File: config.mk
export PLATFORM = sky130hd
export DESIGN_NAME = rand_stat_monitor
export DESIGN_NICKNAME = d
export VERILOG_FILES = /design/src/rtl/rand_stat_monitor.sv
export SDC_FILE = /design/constraint.sdc
export NUM_CORES = 1
export LEC_CHECK = 0
export BUFFER_PORTS_ARGS = -buffer_cell sky130_fd_sc_hd__buf_2
export CORE_MARGIN = 5
export CORE_UTILIZATION = 50
export DETAILED_ROUTE_END_ITERATION = 10
export PLACE_DENSITY = 0.82
export SLEW_MARGIN = 15
export SYNTH_ARGS = -nofsm -noshare
export SYNTH_HDL_FRONTEND = slang
export SYNTH_SLANG_ARGS = --single-unit
export TNS_END_PERCENT = 30
File: constraint.sdc
create_clock -name clk -period 3 [get_ports clk]
set_clock_uncertainty 0.1 [all_clocks]
set_input_delay 0.15 -clock clk [delete_from_list [all_inputs] [get_ports clk]]
set_output_delay 0.15 -clock clk [all_outputs]
set_load 0.005 [all_outputs]
File: src/rtl/rand_stat_monitor.sv
// Window statistics (sum, mean, min, max, histogram) over the 12-bit PRNG sample stream.
// Optional consecutive-repeat counter is built when RAND_STAT_REPEAT_EN is defined.
module rand_stat_monitor #(
  parameter int unsigned WIDTH       = 12,
  parameter int unsigned WINDOW_LOG2 = 10,
  parameter int unsigned BUCKET_BITS = 3
) (
  input  logic                     clk,
  input  logic                     rst_n,
  input  logic                     start,
  input  logic                     sample_valid,
  input  logic [WIDTH-1:0]         sample,
  output logic                     busy,
  output logic                     done,
  output logic [WIDTH+WINDOW_LOG2-1:0] sum,
  output logic [WIDTH-1:0]         mean,
  output logic [WIDTH-1:0]         min_val,
  output logic [WIDTH-1:0]         max_val,
  input  logic [BUCKET_BITS-1:0]   hist_sel,
  output logic [WINDOW_LOG2:0]     hist_count,
  output logic [WINDOW_LOG2:0]     repeat_count
);

  localparam int unsigned SUM_W    = WIDTH + WINDOW_LOG2;
  localparam int unsigned CNT_W    = WINDOW_LOG2 + 1;
  localparam int unsigned NBUCKETS = 1 << BUCKET_BITS;

  typedef enum logic [1:0] {IDLE, ACCUM, REPORT} state_e;

  state_e                   state_q;
  logic                     busy_q;
  logic                     done_q;
  logic [SUM_W-1:0]         sum_q;
  logic [WIDTH-1:0]         min_q;
  logic [WIDTH-1:0]         max_q;
  logic [WINDOW_LOG2-1:0]   cnt_q;
  logic [CNT_W-1:0]         bucket_q [NBUCKETS];

  logic                     accept_c;
  logic [BUCKET_BITS-1:0]   bsel_c;

  assign accept_c = (state_q == ACCUM) && sample_valid;
  assign bsel_c   = sample[WIDTH-1 -: BUCKET_BITS];

  // Window FSM and accumulators; the counter wraps to zero on the final sample.
  always_ff @(posedge clk or negedge rst_n) begin
    if (!rst_n) begin
      state_q <= IDLE;
      busy_q  <= 1'b0;
      done_q  <= 1'b0;
      sum_q   <= '0;
      min_q   <= '0;
      max_q   <= '0;
      cnt_q   <= '0;
      for (int b = 0; b < NBUCKETS; b++) bucket_q[b] <= '0;
    end else begin
      done_q <= 1'b0;
      case (state_q)
        IDLE: begin
          if (start) begin
            sum_q   <= '0;
            min_q   <= '1;
            max_q   <= '0;
            cnt_q   <= '0;
            for (int b = 0; b < NBUCKETS; b++) bucket_q[b] <= '0;
            busy_q  <= 1'b1;
            state_q <= ACCUM;
          end
        end
        ACCUM: begin
          if (accept_c) begin
            sum_q <= sum_q + SUM_W'(sample);
            if (sample < min_q) min_q <= sample;
            if (sample > max_q) max_q <= sample;
            bucket_q[bsel_c] <= bucket_q[bsel_c] + CNT_W'(1);
            cnt_q <= cnt_q + WINDOW_LOG2'(1);
            if (cnt_q == '1) begin
              busy_q  <= 1'b0;
              done_q  <= 1'b1;
              state_q <= REPORT;
            end
          end
        end
        REPORT:  state_q <= IDLE;
        default: state_q <= IDLE;
      endcase
    end
  end

  assign busy       = busy_q;
  assign done       = done_q;
  assign sum        = sum_q;
  assign mean       = sum_q[SUM_W-1:WINDOW_LOG2];
  assign min_val    = min_q;
  assign max_val    = max_q;
  assign hist_count = bucket_q[hist_sel];

`ifdef RAND_STAT_REPEAT_EN
  logic [WIDTH-1:0] prev_q;
  logic [CNT_W-1:0] rep_q;

  // cnt_q == 0 marks the first sample of a window, which has no predecessor.
  always_ff @(posedge clk or negedge rst_n) begin
    if (!rst_n) begin
      prev_q <= '0;
      rep_q  <= '0;
    end else if ((state_q == IDLE) && start) begin
      rep_q <= '0;
    end else if (accept_c) begin
      prev_q <= sample;
      if ((cnt_q != '0) && (sample == prev_q)) rep_q <= rep_q + CNT_W'(1);
    end
  end

  assign repeat_count = rep_q;
`else
  assign repeat_count = '0;
`endif

endmodule

==> flow_summary.yaml <==
status:
  status: "finished clean"
hold_path:
  worstHoldPathCells: 4
  hold_class: "input pin to flip-flop"
  min_to: "state_q[0]$_DFFE_PN0P_"
  hold_path.startpoint: "sample_valid"
yosys:
  syn_avg_cell_area_sq_um: 10.1
  synthFlopType: "dfrtp_1"
  synth.distinct_cells: 85
  ys_async_sr_fraction_pct: 100
  synth_edf_count: 0
  yosysWarnings: 0
  ys_seq_elements: 148
  netlist_area_sq_mm: 0.00958
  ys_seq_area_share_pct: 38.6
  synthCells: 953
clock_tree:
  cts_buffers: 17
  cts_hold_buf: 10
  post_cts_buffers: 0
  cts.sinks: 148
  cts_tree: "yes"
  clk_pin_slew_ps: 60
  clockBufferDepth: 2
  h-tree-depth: 4
  root_buffer: "clkbuf_16"
  cts-resized-gates: 0
  clk_latency_ps: 430
floorplan:
  fp.dieH_um: 148
  start_util_pct: 51.1
  pin_count: 101
  core_sq_mm: 0.0188
  dieArea_sq_mm: 0.0220
  fp.dieW_um: 148
  rows: 50
final_layout:
  drive_gt1_share_pct: 22.5
  fill_cells: 1522
  nNetsFinal: 1105
  synthToLayoutAreaGrowth_pct: 15.4
global_route:
  track_usage_pct: 26.0
  grt_max_degree: 59
  grt_pass1_wl_um: 45300
  grt_pass1_vias: 8288
  overflow: 0
  antenna_found_initial: 1
worst_setup_path:
  worst-path-max-fanout: 14
  r2r-start: "state_q[0]$_DFFE_PN0P_"
  rrSetupSlack_ps: 210
  path_cells: "buf_4, nand3b_1, nor2_1, nand2_1, a2111oi_0, mux2_1, a221o_1"
  critPathKind: "flip-flop to flip-flop"
  worst_path_dominant_cell_family: "simple AND/OR/NAND/NOR gates"
  r2r-end: "bucket_q[62]$_DFFE_PN0P_"
  worstPathRequired_ps: 3260
  cp-end-kind: "flip-flop"
  cp-start-kind: "flip-flop"
  worst_path_max_delay_cell: "a2111oi_0"
  crit_arrival_ps: 3050
  slowest_delay_ps: 510
  path_buf_inv: 1
  worst-r2r-cell-count: 7
timing:
  rsz0062_at_grt: "false"
  fin_crit_ps: 2790
  slew_headroom_pct: 49.4
  drv_slew: 0
  finalCritPeriodShare_pct: 93.0
  max_freq_mhz: 358
  whs_ps: 41.1
  setup_viol: 0
  finalHoldViolations: 0
  tightest_slew_ps: 740
  timing.setup.tns_ps: 0
detailed_routing:
  post_drt_wl_per_cell_um: 22.3
  dr.first_iter.drc_count: 779
  dr.pass1.iters: 7
  vias: 8615
  drcViolationCount: 0
  wl_um: 28900
  ant_nets: 0
  vias_per_cell: 6.65
power_and_ir_drop:
  leakagePower_nw: 5.00
  powerDensity_mw_per_mm2: 779
  ir_drop_v: 0.000536
flow_run:
  maxCapViolations: 0
place:
  port_buffers: 89
  dp_hpwl_um: 19600
  place_congestion: 0.930
[flip-flops by register name, indices dropped and copies added, names as in the netlist]
| register | flops |
|---|---|
| bucket_q | 88 |
| busy | 1 |
| cnt_q | 10 |
| done | 1 |
| max_val | 12 |
| min_val | 12 |
| state_q | 2 |
| sum | 22 |
[worst reg2reg max path, cell delays in order (launching register included)]
cell and delay, ps:
dfrtp_1 390, buf_4 230, nand3b_1 390, nor2_1 420
nand2_1 350, a2111oi_0 510, mux2_1 220, a221o_1 110
[placed cells by master (no fill, tap or decap), types with 12 or more instances in the layout]
cell	netlist	routed
or4_1	12	12
a32o_1	12	12
a32oi_1	12	12
a21oi_1	25	25
nand2_1	129	129
a22o_1	29	29
nor3_1	12	12
dfrtp_1	148	148
mux2i_1	18	18
mux2_2	12	12
buf_4	25	45
nor2_1	26	26
nand2b_1	13	13
nand3_1	45	45
a21o_1	15	15
o21ai_0	47	47
o21ai_1	19	19
clkbuf_16	0	17
mux4_2	32	32
inv_1	32	32
ha_1	37	37
buf_2	9	88
o22a_1	12	12
[layout make-up]
type / instances / area, sq um / area share, %
Multi-Input combinational cell: 701 / 5310 / 48.0
Sequential cell: 148 / 3700 / 33.5
Timing Repair Buffer: 148 / 970 / 8.77
Clock buffer: 25 / 515 / 4.66
Tap cell: 234 / 293 / 2.65
Clock inverter: 7 / 141 / 1.28
Inverter: 32 / 120 / 1.09
Antenna cell: 1 / 2.50 / 0.0226
[Yosys cell counts, types with 18 or more instances]
master | n | area (sq um)
dfrtp_1 | 148 | 3700
nand2_1 | 129 | 484
o21ai_0 | 47 | 235
nand3_1 | 45 | 225
ha_1 | 37 | 463
clkbuf_1 | 33 | 124
inv_1 | 32 | 120
mux4_2 | 32 | 721
a22o_1 | 29 | 254
nor2_1 | 26 | 97.6
a21oi_1 | 25 | 125
buf_4 | 25 | 188
o21ai_1 | 19 | 95.1
mux2i_1 | 18 | 180
[worst max-delay path by stage]
| stage | start | end | slack [ps] | depth (start not counted) |
|---|---|---|---|---|
| after global routing | state_q[0]$_DFFE_PN0P_ | bucket_q[62]$_DFFE_PN0P_ | 140 | 7 |
| after CTS | state_q[0]$_DFFE_PN0P_ | bucket_q[62]$_DFFE_PN0P_ | 330 | 7 |
| after detailed placement | sample[9] | bucket_q[17]$_DFFE_PN0P_ | 180 | 10 |
| final | state_q[0]$_DFFE_PN0P_ | bucket_q[62]$_DFFE_PN0P_ | 210 | 7 |
| after global placement | sample[9] | bucket_q[83]$_DFFE_PN0P_ | 230 | 10 |
| after floorplan | sample[10] | bucket_q[41]$_DFFE_PN0P_ | 480 | 10 |
[power by group]
| group | total (mW) | switching, mW | internal (mW) |
|---|---|---|---|
| logic | 3.17 | 1.68 | 1.49 |
| registers | 3.05 | 0.525 | 2.53 |
| clock network | 2.38 | 0.855 | 1.53 |
| total | 8.61 | 3.06 | 5.55 |
[metal layers]
layer,global-route usage (%),share of wire (%),up-vias
met5,0,0.041,-
met4,8.45,3.2,2
met3,7.16,10,100
met2,40.8,46,535
met1,35.1,40,4214
li1,-,-,3764
[cell families after synthesis]
group,Yosys count,synth area share (%)
buffers and inverters,114,6.37
AOI/OAI and AO/OA,261,20.6
xor gates and xnor gates,16,1.62
adders and majority gates,38,5.04
DFF,148,38.6
muxes,69,11.6
and+or+nand+nor,306,16.1
other,1,0.0391
[metrics by stage]
| stage | cell area, sq um | setup slack (ps) | power, mW | util [%] | std cells |
|---|---|---|---|---|---|
| 6_report | 11100 | 210 | 8.61 | 58.9 | 1296 |
| 5_1_grt | 11100 | 139 | 9.07 | 58.9 | 1295 |
| 4_1_cts | 11100 | 333 | 8.57 | 58.9 | 1295 |
| 3_5_place_dp | 10300 | 184 | 6.16 | 54.9 | 1253 |
| 3_3_place_gp | 10300 | 230 | 6.04 | 54.9 | 1253 |
| 2_1_floorplan | 9620 | 483 | 5.12 | - | 963 |
Power figures use the tool's default switching activity.
